**src/rtl/uart_lbus_pkg.sv**
```systemverilog
// Shared command/response codes and FSM state encoding for the UART-to-local-bus bridge.
package uart_lbus_pkg;

  localparam logic [7:0] CMD_WR  = 8'h57;
  localparam logic [7:0] CMD_RD  = 8'h52;
  localparam logic [7:0] RSP_OK  = 8'h4B;
  localparam logic [7:0] RSP_ERR = 8'h45;
  localparam logic [7:0] RSP_BAD = 8'h3F;

  typedef enum logic [2:0] {
    IDLE,
    ADDR,
    DATA,
    WR,
    RD,
    RESP
  } state_t;

endpackage

```
**src/rtl/uart_lbus_timer.sv**
```systemverilog
// Loadable down-counter with a zero flag; shared by the inter-byte and bus timeouts.
module uart_lbus_timer #(
  parameter int W = 8
) (
  input  logic         clk,
  input  logic         rst,
  input  logic         load,
  input  logic [W-1:0] load_val,
  output logic         zero
);

  logic [W-1:0] cnt_reg;

  always_ff @(posedge clk or negedge rst) begin
    if (!rst) begin
      cnt_reg <= '0;
    end else if (load) begin
      cnt_reg <= load_val;
    end else if (cnt_reg != '0) begin
      cnt_reg <= cnt_reg - 1'b1;
    end
  end

  assign zero = (cnt_reg == '0);

endmodule

```
**src/rtl/uart_lbus_master.sv**
```systemverilog
// Decodes fixed-length 'W'/'R' frames from the UART byte stream, runs them on the
// local bus and streams the response bytes back to the UART transmitter.
module uart_lbus_master
  import uart_lbus_pkg::*;
#(
  parameter int ADDR_W  = 32,
  parameter int DATA_W  = 32,
  parameter int STRB_W  = DATA_W / 8,
  parameter int BYTE_TO = 2_700_000,
  parameter int BUS_TO  = 255
) (
  input  logic              clk,
  input  logic              rst,
  input  logic [7:0]        rx_data,
  input  logic              rx_valid,
  output logic [7:0]        tx_data,
  output logic              tx_valid,
  input  logic              tx_ready,
  output logic [ADDR_W-1:0] waddr,
  output logic [DATA_W-1:0] wdata,
  output logic              wen,
  output logic [STRB_W-1:0] wstrb,
  input  logic              wready,
  output logic [ADDR_W-1:0] raddr,
  output logic              ren,
  input  logic [DATA_W-1:0] rdata,
  input  logic              rvalid,
  output logic              err
);

  localparam int TO_MAX = (BYTE_TO > BUS_TO) ? BYTE_TO : BUS_TO;
  localparam int TW     = $clog2(TO_MAX + 1);
  // Reload with N-1 so expiry lands exactly N cycles after the reload.
  localparam logic [TW-1:0] BYTE_LOAD = TW'(BYTE_TO - 1);
  localparam logic [TW-1:0] BUS_LOAD  = TW'(BUS_TO - 1);

  state_t            state_reg, state_next;
  logic [1:0]        byte_cnt_reg, byte_cnt_next;
  logic              is_wr_reg, is_wr_next;
  logic [ADDR_W-1:0] addr_reg, addr_next;
  logic [DATA_W-1:0] data_reg, data_next;
  logic [DATA_W-1:0] resp_q_reg, resp_q_next;
  logic [2:0]        resp_left_reg, resp_left_next;
  logic              err_reg, err_next;
  logic              rx_accept;
  logic              to_load;
  logic [TW-1:0]     to_load_val;
  logic              to_zero;

  uart_lbus_timer #(.W(TW)) u_timer (
    .clk      (clk),
    .rst      (rst),
    .load     (to_load),
    .load_val (to_load_val),
    .zero     (to_zero)
  );

  assign to_load     = (state_next != state_reg) || rx_accept;
  assign to_load_val = (state_next == WR || state_next == RD) ? BUS_LOAD : BYTE_LOAD;

  always_ff @(posedge clk or negedge rst) begin
    if (!rst) begin
      state_reg     <= IDLE;
      byte_cnt_reg  <= '0;
      is_wr_reg     <= 1'b0;
      addr_reg      <= '0;
      data_reg      <= '0;
      resp_q_reg    <= '0;
      resp_left_reg <= '0;
      err_reg       <= 1'b0;
    end else begin
      state_reg     <= state_next;
      byte_cnt_reg  <= byte_cnt_next;
      is_wr_reg     <= is_wr_next;
      addr_reg      <= addr_next;
      data_reg      <= data_next;
      resp_q_reg    <= resp_q_next;
      resp_left_reg <= resp_left_next;
      err_reg       <= err_next;
    end
  end

  always_comb begin
    state_next     = state_reg;
    byte_cnt_next  = byte_cnt_reg;
    is_wr_next     = is_wr_reg;
    addr_next      = addr_reg;
    data_next      = data_reg;
    resp_q_next    = resp_q_reg;
    resp_left_next = resp_left_reg;
    err_next       = 1'b0;
    rx_accept      = 1'b0;

    case (state_reg)
      IDLE: begin
        if (rx_valid) begin
          if (rx_data == CMD_WR || rx_data == CMD_RD) begin
            is_wr_next    = (rx_data == CMD_WR);
            byte_cnt_next = '0;
            state_next    = ADDR;
          end else begin
            resp_q_next    = DATA_W'(RSP_BAD);
            resp_left_next = 3'd1;
            err_next       = 1'b1;
            state_next     = RESP;
          end
        end
      end
      ADDR: begin
        if (rx_valid) begin
          rx_accept = 1'b1;
          addr_next[{byte_cnt_reg, 3'b000} +: 8] = rx_data;
          byte_cnt_next = byte_cnt_reg + 2'd1;
          if (byte_cnt_reg == 2'd3) state_next = is_wr_reg ? DATA : RD;
        end else if (to_zero) begin
          err_next   = 1'b1;
          state_next = IDLE;
        end
      end
      DATA: begin
        if (rx_valid) begin
          rx_accept = 1'b1;
          data_next[{byte_cnt_reg, 3'b000} +: 8] = rx_data;
          byte_cnt_next = byte_cnt_reg + 2'd1;
          if (byte_cnt_reg == 2'd3) state_next = WR;
        end else if (to_zero) begin
          err_next   = 1'b1;
          state_next = IDLE;
        end
      end
      WR: begin
        if (wready) begin
          resp_q_next    = DATA_W'(RSP_OK);
          resp_left_next = 3'd1;
          state_next     = RESP;
        end else if (to_zero) begin
          resp_q_next    = DATA_W'(RSP_ERR);
          resp_left_next = 3'd1;
          err_next       = 1'b1;
          state_next     = RESP;
        end
      end
      RD: begin
        if (rvalid) begin
          resp_q_next    = rdata;
          resp_left_next = 3'd4;
          state_next     = RESP;
        end else if (to_zero) begin
          resp_q_next    = DATA_W'(RSP_ERR);
          resp_left_next = 3'd1;
          err_next       = 1'b1;
          state_next     = RESP;
        end
      end
      RESP: begin
        if (tx_ready) begin
          resp_q_next    = resp_q_reg >> 8;
          resp_left_next = resp_left_reg - 3'd1;
          if (resp_left_reg == 3'd1) state_next = IDLE;
        end
      end
      default: state_next = IDLE;
    endcase

    // Bytes arriving while the bus or the transmitter is busy are lost.
    if (rx_valid && (state_reg == WR || state_reg == RD || state_reg == RESP)) err_next = 1'b1;
  end

  assign wen      = (state_reg == WR);
  assign ren      = (state_reg == RD);
  assign wstrb    = {STRB_W{wen}};
  assign waddr    = addr_reg;
  assign raddr    = addr_reg;
  assign wdata    = data_reg;
  assign tx_valid = (state_reg == RESP);
  assign tx_data  = resp_q_reg[7:0];
  assign err      = err_reg;

endmodule

```
**config.mk**
```make
export PLATFORM = sky130hd
export DESIGN_NAME = uart_lbus_master
export DESIGN_NICKNAME = d
export VERILOG_FILES = /design/src/rtl/uart_lbus_pkg.sv /design/src/rtl/uart_lbus_timer.sv /design/src/rtl/uart_lbus_master.sv
export SDC_FILE = /design/constraint.sdc
export NUM_CORES = 1
export LEC_CHECK = 0
export BUFFER_PORTS_ARGS = -buffer_cell sky130_fd_sc_hd__buf_4
export CAP_MARGIN = 20
export CORE_ASPECT_RATIO = 1.75
export CORE_UTILIZATION = 55
export CTS_CLUSTER_DIAMETER = 40
export DETAILED_ROUTE_END_ITERATION = 7
export PLACE_DENSITY_LB_ADDON = 0.25
export SYNTH_ARGS = -nofsm -noshare
export SYNTH_HDL_FRONTEND = slang
export SYNTH_HIERARCHICAL = 1
export SYNTH_SLANG_ARGS = --single-unit
```
**constraint.sdc**
```tcl
create_clock -name clk -period 5.9 [get_ports clk]
set_clock_uncertainty 0.15 [all_clocks]
set_input_delay 1.18 -clock clk [delete_from_list [all_inputs] [get_ports clk]]
set_output_delay 1.18 -clock clk [all_outputs]
set_load 0.01 [all_outputs]
```
[After elaboration in Yosys (flattened, before gate mapping)]
Index checks and enable logic that the tools add are counted.
Cells by class
  $add $sub $neg: 4
  $mul: 0
  divide/modulo/power cells: 0
  order comparisons: 0
  equal/unequal tests: 17
  shifts and indexed selects: 2
  muxes and demuxes: 47
  bitwise logic cells: 0
  reduce and logical (&&, ||, !) cells: 18
Operators with widths (number)
  $mux 32: 6
  $pmux 32 s4: 1
  $mux 22: 3
  $bwmux 32: 2
  $mux 3: 19
  $shift 8x7->32 const A: 1
  $shiftx 8x7->32: 1
  $logic_not 22->1: 1
  $reduce_bool 22->1: 1
  $sub 22x1->22 const B: 1
  $pmux 3 s6: 1
  $eq 8x7->1 const B: 2
  $pmux 3 s4: 1
  $eq 3x2->1 const B: 3
  $eq 3x3->1 const B: 3
  $mux 1: 9
  $reduce_and 4->1: 2
  $neg 5->7: 1
  $eq 3x1->1 const B: 2
  $mux 2: 3
  $ne 2x2->1 const B: 3
  $logic_or 1x1->1: 5
  $ne 2x1->1 const B: 2
  $pmux 1 s4: 1
  other kinds (12): 14
Storage, ports and cells
  register bits after elaboration: 128
  latch bits: 0
  RAM bits: 0
  memory bits (read-only): 0
  input port bits: 46
  output and inout port bits: 112
  logic and storage cells: 97
  memories kept: 0

[Depth between registers and ports, before layout]
  word-level depth: 9
  gate-level depth with buffers: 14
  mapped depth without buffers: 12

[Hierarchy]
The synthesis kept the hierarchy.
Modules (own cells, without submodules)
  uart_lbus_master: instances 1, cells each 503, area an instance 5246.3 um^2, sequential area each 2652.5 um^2
  uart_lbus_timer: instances 1, cells each 144, area an instance 1351.3 um^2, sequential area each 550.5 um^2

[Worst setup path before layout]
OpenSTA, ideal clock, no wires.
  path type: register to register
  start: register u_timer.cnt_reg[0]
  end: register u_timer.cnt_reg[1]
  library setup time: 0.104 ns
  arrival: 3.026 ns
  data required time: 5.646 ns
  setup slack: 2.620 ns
  cell stages (with the launch flop): 14
  buffers on the path: 2
  clock period less this slack: 3.280 ns
  cell sequence: dfrtp_1 -> inv_1 -> ha_1 -> nor4b_4 -> nand3_1 -> nor2_2 -> clkbuf_1 -> mux2i_1 -> o21ai_1 -> o2bb2ai_1 -> a221o_1 -> clkbuf_1 -> nor2_1 -> a221oi_1
On the way
  cells in the longest elaborated chain, start to end: 7
  elaborated cells between the ends (all ways): 15
  those cells by class: add/sub: 1; eq/ne: 1; mux: 9; reduce/logical: 4
Ends and longest elaborated chain
  start, declared: line uart_lbus_timer.sv:12  | logic [W-1:0] cnt_reg;
  start signal, assigned: line uart_lbus_timer.sv:18  | cnt_reg <= load_val;
  start signal, assigned: line uart_lbus_timer.sv:20  | cnt_reg <= cnt_reg - 1'b1;
  $logic_not 22->1 (*): line uart_lbus_timer.sv:24  | assign zero = (cnt_reg == '0);
  named net to_zero: line uart_lbus_master.sv:48  | logic to_zero;
  $mux 3, on equally long branches (2 in series)
  $pmux 3 s6 (*): line uart_lbus_master.sv:94  | case (state_reg)
  $ne 3x3->1 (*): line uart_lbus_master.sv:58  | assign to_load = (state_next != state_reg) || rx_accept;
  $logic_or 1x1->1 (*): line uart_lbus_master.sv:58
  named net to_load: line uart_lbus_master.sv:46  | logic to_load;
  $mux 22 / $reduce_bool 2->1 (equally long branches)
The timed path passes the listed nets; every way through them passes the cells marked *. The select of a mux whose other input is x is not followed.
A chain may end at the register's enable or synchronous reset.

[Worst setup path in the final report]
  start: register u_timer.cnt_reg[0]
  end: register u_timer.cnt_reg[15]
Same word-level chain as after synthesis.

==> results.md <==
- Commonest non-fill, non-tap cell in the layout: buf_4
- GRT Util Overall: 26.2%
- N_diodes: 0
- Leak: 3.86 nW
- Initial Util: 56.7%
- Hold Violations, Final: 0
- Post-synth cell types: 84
- Synth Area per Inst: 10.2 µm²
- Max-Cap Viols: 0
- Multi-input gate area: 2830 µm²
- Nets@finish: 813
- Worst path required time: 6.02 ns
- Initial DRT Pass Iterations: 8
- DIE HEIGHT: 147 µm
- Worst Path Max Fanout: 32
- Core Rows: 52
- Layout cells sized above 1: 28.4%
- Comb pwr share: 39.3%
- Area Overhead vs Synth: 23.4%
- Most frequent cells in the layout: buf_4, dfrtp_1, nand2_1
- Slew Viols, Final: 0
- CTS Buffer Depth: 2
- Resize count post-CTS: 0
- Residual DRC: 19
- Worst hold slack: 0.337 ns
- Sw Share: 38.3%
- Worst slew pin tran: 1.01 ns
- Wire length per cell: 17.7 µm
- Cell Pwr Density: 515 nW/µm²
- TritonCTS clock tree: built
- Vias in the first global route: 5299
- Yosys reg bits: 128
- Relative slew slack: 32.8%
- Via count: 5445
- Synth warn: 6
- Post-DR vias/cell: 6.00
- Seq/Total Area, Yosys: 48.5%
- Core Area: 11600 µm²
- Setup TNS: 0 ns
- Initial antenna violation count: 0
- Htree depth: 4
- Fin util: 69.9%
- Ys async rst share: 100%
- Final wirelength: 16000 µm
- Seq pwr share: 35.1%
- Post-Syn Area: 6600 µm²
- DIE WIDTH: 84.8 µm
- Failing checks: DRC
- Maximum clock frequency: 244 MHz
- Post-DP HPWL: 11100 µm
- CTS Buf Count: 17
- Post-synth EDFFs: 0
- Switching pwr: 1.61 mW
- Pint: 2.59 mW
- Clock share of power: 25.6%
- Status: finished with violations
- First-pass GRT wire length: 25900 µm
- # hold bufs at CTS: 0
- CP endpoint kind: register
- Clk root buf: clkbuf_16
- Ys flop type: dfrtp_1
- Initial DRC Count: 349
- Cells after synthesis: 647
- Antenna Nets Post-Route: 0
- Gr ovfl total: 0
- Final worst-path cycle share: 69.6%
- Arrival @ worst endpoint: 4.22 ns
- WS Path Type: reg -> reg
- Register Area: 3200 µm²
- Die area: 12500 µm²
- Filler cell count: 869
- I/O pin total: 158
- Largest net degree at the start of global routing: 83
- Post-CTS setup buffers: 0
- GP Congestion: 0.876
- Worst-path clk slew: 0.06 ns
- Setup violators final: 0
- CTS Sinks: 128
- Final min period: 4.10 ns
- Crit path launch type: register
- Maximum VDD drop: 0.304 mV
- I/O Buffers: 157
- Min-delay worst type: reg -> reg
- RSZ-0062 raised after global routing: no
- Clk_lat worst skew: 0.41 ns
[cells in the mapped netlist, types with 7 or more instances]
cell / number / area share, %
nor2b_1: 7 / 0.66
nor2_1: 15 / 0.85
nand2_1: 94 / 5.3
a22oi_1: 17 / 1.9
o21ai_0: 41 / 3.1
a22o_1: 26 / 3.5
o21ai_1: 18 / 1.4
nand3_1: 7 / 0.53
buf_2: 13 / 0.99
nor3_1: 12 / 0.91
o31ai_1: 9 / 1.0
dfrtp_1: 128 / 49
ha_1: 8 / 1.5
inv_1: 22 / 1.3
xor2_1: 10 / 1.3
buf_4: 45 / 5.1
o2bb2ai_1: 19 / 2.5
clkbuf_1: 19 / 1.1
[per-layer routing]
metal	vias up	share of wire (%)	track usage, %
met2	198	55	47.8
met1	2682	38	29.7
li1	2530	-	-
met3	35	4.9	5.67
met4	0	2.2	9.83
met5	-	0	0
[area by class of cell]
cell class / instances / area share [%]
Clock buffer: 18 / 5.27
Clock inverter: 14 / 2.21
Tap cell: 135 / 2.07
Sequential cell: 128 / 39.3
Multi-Input combinational cell: 426 / 34.7
Timing Repair Buffer: 163 / 15.3
Inverter: 23 / 1.06
[metrics by stage]
| stage | power (mW) | setup WS [ns] | std cells | cell area (µm²) |
|---|---|---|---|---|
| after floorplan | 2.63 | 2.62 | 659 | 6640 |
| after global placement | 3.02 | 2.11 | 873 | 7500 |
| after detailed placement | 3.10 | 1.84 | 873 | 7500 |
| after CTS | 4.19 | 1.84 | 905 | 8110 |
| after global routing | 4.44 | 1.47 | 907 | 8140 |
| final | 4.20 | 1.80 | 907 | 8140 |
[power by group through the flow]
stage	logic (mW)	registers [mW]	clock network, mW
finish	1.65	1.47	1.07
global placement	1.57	1.46	0
CTS	1.64	1.47	1.09
detailed placement	1.62	1.48	0
floorplan	1.22	1.41	0
global route	1.81	1.51	1.12
[cells by family after synthesis]
family | count (synthesis) | share of synthesized area [%]
AO/OA/AOI/OAI | 188 | 20.7
multiplexers | 12 | 1.99
flip-flops | 128 | 48.5
XOR/XNOR | 14 | 1.86
AND/OR/NAND/NOR | 190 | 16.1
other | 2 | 0.114
adder cells (fa/ha/maj) | 8 | 1.52
buffers and inverters | 105 | 9.25
[final timing paths]
path / startpoint / to / slack [ns] / depth (start not counted)
worst max-delay path: u_timer/cnt_reg[0] / u_timer/cnt_reg[15] / 1.80 / 14
worst max register to register: u_timer/cnt_reg[0] / u_timer/cnt_reg[15] / 1.80 / 14
worst min-delay path: wdata[28] / wdata[28] / 0.34 / 2
worst min register to register: wdata[28] / wdata[28] / 0.34 / 2
min in group asynchronous: rst / wdata[29] / 0.48 / 1
max in group asynchronous: rst / resp_q_reg[10] / 4.24 / 2
[critical path: stages (launching register included)]
cell	delay, ns
dfrtp_1	0.43
inv_1	0.08
ha_1	0.23
nor4b_4	0.42
nand3_1	0.36
nor2_2	0.41
buf_4	0.25
mux2i_1	0.09
o21ai_1	0.17
o2bb2ai_1	0.15
a221o_1	0.18
buf_4	0.31
inv_1	0.25
o21ai_1	0.31
o21ai_0	0.18
Note: power is estimated with default switching activity, not from simulation.
